<file path="src/rtl/ad9228_tx_emulator.sv">
// Emulates the serial LVDS output of one AD9228 channel: MSB-first data with a
// DDR bit clock (dco) and frame clock (fco); sources are stream, fixed, ramp or checkerboard.
module ad9228_tx_emulator #(
   parameter int DATA_WIDTH   = 12,
   parameter bit DIN_INVERTED = 1'b0,
   parameter bit DCO_INVERTED = 1'b0,
   parameter bit FCO_INVERTED = 1'b0
) (
   input  logic                  clk,
   input  logic                  rst,
   input  logic                  enable_i,
   input  logic [1:0]            mode_i,
   input  logic [DATA_WIDTH-1:0] pattern_i,
   input  logic [DATA_WIDTH-1:0] s_data,
   input  logic                  s_valid,
   output logic                  s_ready,
   output logic                  din_o,
   output logic                  dco_o,
   output logic                  fco_o,
   output logic                  busy_o,
   output logic                  underflow_o,
   output logic [15:0]           frame_cnt_o
);

   // state | meaning
   // IDLE  | no frame in flight, pins at idle level, b held at 0
   // RUN   | shifting one bit per clk, b = bit index within frame

   localparam int BW = (DATA_WIDTH > 2) ? $clog2(DATA_WIDTH) : 1;
   localparam logic [BW-1:0] B_LAST = BW'(DATA_WIDTH - 1);
   localparam logic [BW-1:0] B_HALF = BW'(DATA_WIDTH / 2);

   typedef enum logic {IDLE = 1'b0, RUN = 1'b1} state_t;

   // phase 0 gives ...1010 (0xAAA at 12 bits), phase 1 its complement
   function automatic logic [DATA_WIDTH-1:0] cb_word(input logic phase);
      logic [DATA_WIDTH-1:0] w;
      for (int i = 0; i < DATA_WIDTH; i++) w[i] = ((i % 2) == 1) ^ phase;
      return w;
   endfunction

   state_t                state_q, state_d;
   logic [BW-1:0]         b_q, b_d;
   logic [DATA_WIDTH-1:0] shift_q, shift_d;
   logic [DATA_WIDTH-1:0] hold_q, hold_d;
   logic                  hold_full_q, hold_full_d;
   logic [DATA_WIDTH-1:0] last_q, last_d;
   logic [DATA_WIDTH-1:0] ramp_q, ramp_d;
   logic                  cb_q, cb_d;
   logic [15:0]           frame_cnt_q, frame_cnt_d;
   logic                  underflow_q, underflow_d;
   logic                  din_q, din_d;
   logic                  dco_q, dco_d;
   logic                  fco_q, fco_d;
   logic                  frame_start;

   always_comb begin
      state_d     = state_q;
      b_d         = b_q;
      shift_d     = shift_q;
      hold_d      = hold_q;
      hold_full_d = hold_full_q;
      last_d      = last_q;
      ramp_d      = ramp_q;
      cb_d        = cb_q;
      frame_cnt_d = frame_cnt_q;
      underflow_d = 1'b0;
      frame_start = 1'b0;

      if (s_valid && !hold_full_q) begin
         hold_d      = s_data;
         hold_full_d = 1'b1;
      end

      case (state_q)
         IDLE: begin
            b_d = '0;
            if (enable_i) frame_start = 1'b1;
         end
         RUN: begin
            if (b_q == B_LAST) begin
               if (enable_i) begin
                  frame_start = 1'b1;
               end else begin
                  state_d = IDLE;
                  b_d     = '0;
               end
            end else begin
               b_d = b_q + 1'b1;
            end
         end
         default: begin
            state_d = IDLE;
            b_d     = '0;
         end
      endcase

      if (frame_start) begin
         state_d     = RUN;
         b_d         = '0;
         frame_cnt_d = frame_cnt_q + 16'd1;
         case (mode_i)
            2'b00: begin
               // hold_full_q set means no capture this cycle, so clearing here cannot race it
               if (hold_full_q) begin
                  shift_d     = hold_q;
                  last_d      = hold_q;
                  hold_full_d = 1'b0;
               end else begin
                  shift_d     = last_q;
                  underflow_d = 1'b1;
               end
            end
            2'b01: shift_d = pattern_i;
            2'b10: begin
               shift_d = ramp_q;
               ramp_d  = ramp_q + 1'b1;
            end
            default: begin
               shift_d = cb_word(cb_q);
               cb_d    = ~cb_q;
            end
         endcase
      end

      // pins are computed from next state so they line up with b in the same cycle
      din_d = (state_d == RUN) & shift_d[B_LAST - b_d];
      dco_d = (state_d == RUN) & b_d[0];
      fco_d = (state_d == RUN) & (b_d < B_HALF);
   end

   always_ff @(posedge clk or posedge rst) begin
      if (rst) begin
         state_q     <= IDLE;
         b_q         <= '0;
         shift_q     <= '0;
         hold_q      <= '0;
         hold_full_q <= 1'b0;
         last_q      <= '0;
         ramp_q      <= '0;
         cb_q        <= 1'b0;
         frame_cnt_q <= '0;
         underflow_q <= 1'b0;
         din_q       <= 1'b0;
         dco_q       <= 1'b0;
         fco_q       <= 1'b0;
      end else begin
         state_q     <= state_d;
         b_q         <= b_d;
         shift_q     <= shift_d;
         hold_q      <= hold_d;
         hold_full_q <= hold_full_d;
         last_q      <= last_d;
         ramp_q      <= ramp_d;
         cb_q        <= cb_d;
         frame_cnt_q <= frame_cnt_d;
         underflow_q <= underflow_d;
         din_q       <= din_d;
         dco_q       <= dco_d;
         fco_q       <= fco_d;
      end
   end

   assign din_o       = din_q ^ DIN_INVERTED;
   assign dco_o       = dco_q ^ DCO_INVERTED;
   assign fco_o       = fco_q ^ FCO_INVERTED;
   assign busy_o      = (state_q == RUN);
   assign s_ready     = ~hold_full_q;
   assign underflow_o = underflow_q;
   assign frame_cnt_o = frame_cnt_q;

endmodule

</file>
<file path="config.mk">
export PLATFORM = sky130hd
export DESIGN_NAME = ad9228_tx_emulator
export DESIGN_NICKNAME = d
export VERILOG_FILES = /design/src/rtl/ad9228_tx_emulator.sv
export SDC_FILE = /design/constraint.sdc
export NUM_CORES = 1
export LEC_CHECK = 0
export CORE_ASPECT_RATIO = 0.8
export CORE_MARGIN = 2
export CORE_UTILIZATION = 58
export CTS_CLUSTER_SIZE = 25
export DETAILED_ROUTE_END_ITERATION = 16
export PLACE_DENSITY = 0.84
export SLEW_MARGIN = 10
export SYNTH_ARGS = -nofsm -noshare
export SYNTH_HDL_FRONTEND = slang
export SYNTH_SLANG_ARGS = --single-unit
</file>
<file path="constraint.sdc">
create_clock -name clk -period 3.9 [get_ports clk]
set_input_delay 0.78 -clock clk [delete_from_list [all_inputs] [get_ports clk]]
set_output_delay 0.78 -clock clk [all_outputs]
set_load 0.01 [all_outputs]
</file>
==> impl_metrics.json <==
{
  "seq_power_share_pct": 42.3,
  "ant_nets": 0,
  "design_area_um2": 4553,
  "synth-main-ff-cell": "dfrtp_1",
  "cts_buffers": 9,
  "min_period_over_period_pct": 68.88,
  "die_w_um": 94.03,
  "finClkSkew_ns": 0.01409,
  "vias_per_cell": 5.770,
  "slew_violations": 0,
  "setup_violations": 0,
  "crit_buf_inv": 2,
  "slowest_delay_ns": 0.74,
  "cts_resized": 0,
  "cp-start-kind": "primary input",
  "routedWlPerCell_um": 16.62,
  "outcome": "complete, no violations",
  "cts_tree": "done",
  "io_buffers": 51,
  "finalNetCount": 415,
  "seq_area_frac_synth_pct": 49.90,
  "postPlaceCellArea_um2": 4327,
  "crit_fanout": 19,
  "endpoint_kind": "flip-flop",
  "rsz0062_at_grt": "no",
  "setup_ws_ns": 1.214,
  "power.switching_w": 0.0009797,
  "period_needed_ns": 2.686,
  "syn-num-nets": 364,
  "grt_overflow": 0,
  "netlist_area_um2": 3761,
  "synth_edf_count": 0,
  "drive_gt1_share_pct": 17.10,
  "critPathKind": "primary input to flip-flop",
  "netlist_instances": 330,
  "ys_seq_elements": 75,
  "grt_pass1_vias": 2644,
  "clk_latency_ns": 0.36,
  "antenna_cells_inserted": 0,
  "cts_sinks": 75,
  "mostFrequentLayoutCell": "dfrtp_1",
  "core_um2": 6344,
  "synthArstFlopShare_pct": 100.0,
  "cts_hold_buffers": 0,
  "crit_family": "buffers and inverters",
  "drt_first_iter_violations": 137,
  "crit_chain": "clkdlybuf4s50_1 -> inv_2 -> mux4_2 -> o21ai_1 -> a41oi_1 -> a211oi_1",
  "post_cts_buffers": 0,
  "ys_warn_count": 0,
  "start_util_pct": 59.29,
  "io_pins": 52,
  "grt_pass1_wl_um": 13250,
  "yosysTopAreaCell": "dfrtp_1",
  "syn2layout_area_growth_pct": 21.06,
  "pwr_density_cell_nw_per_um2": 645.4,
  "die_y_um": 76.03,
  "cp.required_ns": 4.15,
  "p_leak_nw": 2.062,
  "crit_slowest_cell": "clkdlybuf4s50_1",
  "grt_max_degree": 32,
  "drc": 0,
  "cts.clk_slew.worst_paths_ns": 0.08,
  "worst_slew_pin_slew_ns": 0.7420,
  "rows": 26,
  "finalHoldViolCount": 0,
  "synth_area_leaders": "dfrtp_1 (50%), mux2_2 (8.7%), xnor2_1 (4.9%)",
  "h-tree-depth": 3,
  "switching_share_pct": 33.34,
  "wirelength_um": 7812,
  "internal-power_w": 0.001959,
  "via_count": 2712,
  "clockRootBuffer": "clkbuf_8",
  "hp-class": "flip-flop to flip-flop",
  "dieArea_um2": 7149,
  "p_clk_share_pct": 22.7,
  "drtPass1Iterations": 4,
  "grt_util_all_layers_pct": 24.13,
  "globalplace.congestion": 0.8240,
  "hpwlAfterDp_um": 5780,
  "cap_violations": 0,
  "power_frac_comb_pct": 35.0,
  "mostFrequentLayoutCells": "dfrtp_1 (75), clkdlybuf4s50_1 (51), mux2_2 (29)",
  "cp.arrival_ns": 2.94,
  "syn_avg_cell_area_um2": 11.40,
  "max_freq_mhz": 372.3,
  "synth.distinct_cells": 55,
  "post-place-ws_ns": 0.8863,
  "max-vdd-ir-drop_mv": 0.3554,
  "synth_top_area_share_pct": 49.90,
  "relSlewSlack_pct": 50.53,
  "finalSetupTns_ns": 0,
  "antenna_found_initial": 0,
  "cts_buffer_depth": 2
}
-- flip-flops by register name (all words and copies together) (netlist names) --
| signal | count |
|---|---|
| frame_cnt_o | 16 |
| ramp_q | 12 |
| hold_q | 12 |
| underflow_o | 1 |
| shift_q | 12 |
| fco_o | 1 |
| last_q | 12 |
| cb_q | 1 |
| b_q | 4 |
| dco_o | 1 |
| din_o | 1 |
| busy_o | 1 |
| hold_full_q | 1 |
-- cells in the mapped netlist, types with 3 or more instances --
| cell type | number |
|---|---|
| o211ai_1 | 17 |
| dfrtp_1 | 75 |
| ha_1 | 4 |
| and3_1 | 8 |
| nor2b_1 | 4 |
| a21o_1 | 3 |
| a21oi_1 | 12 |
| clkbuf_1 | 3 |
| buf_4 | 4 |
| o21ai_0 | 5 |
| nand3_1 | 7 |
| mux4_2 | 3 |
| mux2_2 | 29 |
| mux2i_1 | 10 |
| nor2_1 | 24 |
| buf_2 | 6 |
| nand4_1 | 5 |
| xnor2_1 | 21 |
| nand2b_1 | 6 |
| nand2_1 | 19 |
| inv_1 | 11 |
| o21a_1 | 7 |
| xor2_1 | 7 |
-- logic make-up after synthesis --
logic type                 after synthesis  share of synthesized area, %
adders and majority gates                4                         1.331
xor gates and xnor gates                28                         6.520
and+or+nand+nor                         91                         13.54
muxes                                   42                         13.14
AOI/OAI and AO/OA                       61                         11.84
DFF                                     75                         49.90
buffers and inverters                   29                         3.726
-- worst reg2reg max path: cells and delay by family (launching register included) --
| family | cells | cell delay [ns] |
|---|---|---|
| AOI/OAI and AO/OA | 3 | 0.56 |
| adders and majority gates | 2 | 0.72 |
| buffers and inverters | 1 | 0.13 |
| DFF | 1 | 0.41 |
| and+or+nand+nor | 2 | 0.46 |
-- routing by layer --
layer	up-vias	GRT usage, %	share of wire [%]
met5	-	0	0
met4	0	9.275	2.3
met3	18	5.143	5.0
met2	87	36.43	48
met1	1330	34.47	45
li1	1277	-	-
-- stage by stage --
step	total power, W	hold WS, ns	utilization (%)	instances
2_1_floorplan	0.001976	0.4497	-	330
3_3_place_gp	0.002217	0.4596	68.21	454
3_5_place_dp	0.002286	0.4671	68.21	454
4_1_cts	0.002956	0.4781	71.78	470
5_1_grt	0.003124	0.5032	71.78	470
6_report	0.002939	0.4687	71.78	470
-- final cells by class --
| cell class | count | area (um^2) |
|---|---|---|
| sequential | 75 | 1877 |
| multi-input combinational | 226 | 1744 |
| tap | 84 | 105.1 |
| timing repair buffer | 57 | 555.5 |
| inverter | 12 | 45.04 |
| clock buffer | 10 | 137.6 |
| clock inverter | 6 | 88.84 |
| fill | 456 | 1790 |
-- worst paths after layout --
check | startpoint | to | slack, ns | cells after the start
worst max-delay path | mode_i[1] | din_o | 1.21 | 6
worst min-delay path | frame_cnt_o[15] | frame_cnt_o[15] | 0.47 | 1
worst max register to register | b_q[0] | din_o | 1.48 | 8
worst min register to register | frame_cnt_o[15] | frame_cnt_o[15] | 0.47 | 1
max in group asynchronous | rst | ramp_q[11] | 2.30 | 3
min in group asynchronous | rst | frame_cnt_o[14] | 0.83 | 2
-- power by group through the flow --
stage               clock network, W  registers (W)  logic [W]
floorplan                          0        0.00117   0.000802
global placement                   0        0.00124   0.000978
detailed placement                 0        0.00126    0.00103
finish                      0.000668        0.00124    0.00103
global route                0.000714        0.00128    0.00113
CTS                         0.000683        0.00124    0.00103
Note: power is estimated with default switching activity, not from simulation.
==> edit: new RTL, same flow settings <==
Set the parameter `FCO_INVERTED` to 1'b1 (it was 1'b0).
--- a/src/rtl/ad9228_tx_emulator.sv
+++ b/src/rtl/ad9228_tx_emulator.sv
@@ -5,5 +5,5 @@
    parameter bit DIN_INVERTED = 1'b0,
    parameter bit DCO_INVERTED = 1'b0,
-   parameter bit FCO_INVERTED = 1'b0
+   parameter bit FCO_INVERTED = 1'b1
 ) (
    input  logic                  clk,
Check against the original RTL: not equivalent (a bounded check fails within 4 cycles, from zero or initial values and one cycle with rst high).
==> edit against the original RTL <==
Worst hold slack gained 0.0053 ns; critical path depth is the same; sequential cell count stayed put; core utilization rose by 0.18 points; via count is 1.1% higher; highest routed layer unchanged; routed wire length up 4.7%; area after synthesis about the same; global-route usage increased by 0.41 points; critical path type unchanged; non-clock buffer count fell by 1; final area is 0.25% higher; setup slack improved by 0.067 ns; power grew 2.6%.
==> edit: results (changes against the original RTL) <==
Cells and area
  • FF/Latch Area: 1880 µm² (unchanged)
  • Multi-input logic area: 1740 µm² (unchanged)
  • Layout Utilization: 0.720 (+0.00178)
  • Non-Clock Buffer Count: 56 (-1.8%)
  • Non-clock buffer share: 0.120 (-0.00195)
  • # diodes: 0 (unchanged)
  • Comb_multi_in: 226 (unchanged)
  • Layout net count: 415 (unchanged)
  • Fillers: 455 (-0.22%)
  • Non-clk invs: 13 (+1)
  • Share of cells above drive strength 1: 0.166 (-0.00518)
  • Clock-cell share: 0.0529 (+0.00317)
  • # clk buffers: 10 (unchanged)

Placement
  • RD Place Congestion: 0.842 (+2.2%)
  • HPWL after DPL: 5630 µm (-2.6%)
  • Setup WS pre-CTS: 0.966 ns (+0.0795 ns)
  • Placed Area: 4320 µm² (about the same)

STA
  • Hold slack: 0.474 ns (+0.00529 ns)
  • Setup violations, final: 0 (unchanged)
  • Clk_skew: 0.0116 ns (-0.00247 ns)
  • Slew headroom: 0.515 (+0.00982)
  • Final worst-path setup slack: 1.28 ns (+0.0674 ns)

Logic synthesis
  • Xor/xnor cell area share of the yosys netlist: 0.0651 (about the same)
  • Avg Inst Size Synth: 11.4 µm² (-0.20%)
  • Fraction of registers with async set/reset: 1.00 (unchanged)
  • Adder-Cell Fraction of Synth Area: 0.0133 (about the same)
  • Mapped Nets: 365 (+0.27%)
  • Synth top cells by count: dfrtp_1, mux2_2, nor2_1
  • Ys flop type: dfrtp_1
  • Synth Area in Compound Gates: 0.118 (about the same)
  • Synth top area cells: dfrtp_1, mux2_2, xnor2_1
  • Sequential fraction of the synthesis area: 0.499 (about the same)
  • Multiplexer area fraction after synthesis: 0.131 (about the same)

GRT
  • Grt met3 use: 0.0722 (+0.0208)
  • Grt met1 use: 0.342 (-0.00295)
  • Largest net degree at the start of global routing: 31 (-3.1%)
  • GR Util met2: 0.376 (+0.0114)
  • Initial antenna violation count: 0 (unchanged)
  • Global-route wire length before repair: 13400 µm (+1.3%)
  • GRT Total Usage: 0.245 (+0.00408)

Pwr
  • P_leak: 2.07 nW (+0.30%)
  • Peak VDD IR: 347 µV (-2.4%)

Clock network
  • Worst skew pair latency: 0.37 ns

Critical path
  • Reg2Reg Setup Slack: 1.41 ns (-0.07 ns)
  • CP endpoint kind: flop
  • CP Max Fanout: 19 (unchanged)
  • Data arrival, critical path: 2.89 ns (-0.05 ns)

Hold path
  • Hold path depth: 1 (unchanged)

Routing
  • Vias: 2743 (+1.1%)
  • Drt total wl: 8180 µm (+4.7%)
  • First-pass DRT Iterations: 5 (+1)
  • Detailed router's first-iteration violation count: 164 (+20%)
  • Drt wl/cell: 17.4 µm (+4.7%)

Job
  • Maxcap violations: 0 (unchanged)

Outcome
  • Status: completed

Floorplanning
  • Core Box Area: 6340 µm² (unchanged)
edit: power by group:
group | internal, mW | switching (mW)
Combinational | 0.555 | 0.481
Clock | 0.426 | 0.307
Sequential | 1.03 | 0.218
Total | 2.01 | 1.01
edit: cell families after synthesis:
kind of cell | after synthesis
mux | 42
buf+inv | 30
flops | 75
simple gates | 91
fa+ha+maj | 4
compound gates | 61
xor+xnor | 28
edit: layer usage:
| layer | up-vias | part of all wire |
|---|---|---|
| met5 | - | 0 |
| met4 | 0 | 0.015 |
| met3 | 12 | 0.060 |
| met2 | 102 | 0.49 |
| met1 | 1353 | 0.44 |
| li1 | 1276 | - |
edit: worst max-delay path: stages:
cell and delay [ns]:
clkdlybuf4s50_1 0.71, inv_2 0.33, mux4_2 0.56, o21ai_1 0.15
a41oi_1 0.14, a211oi_1 0.22
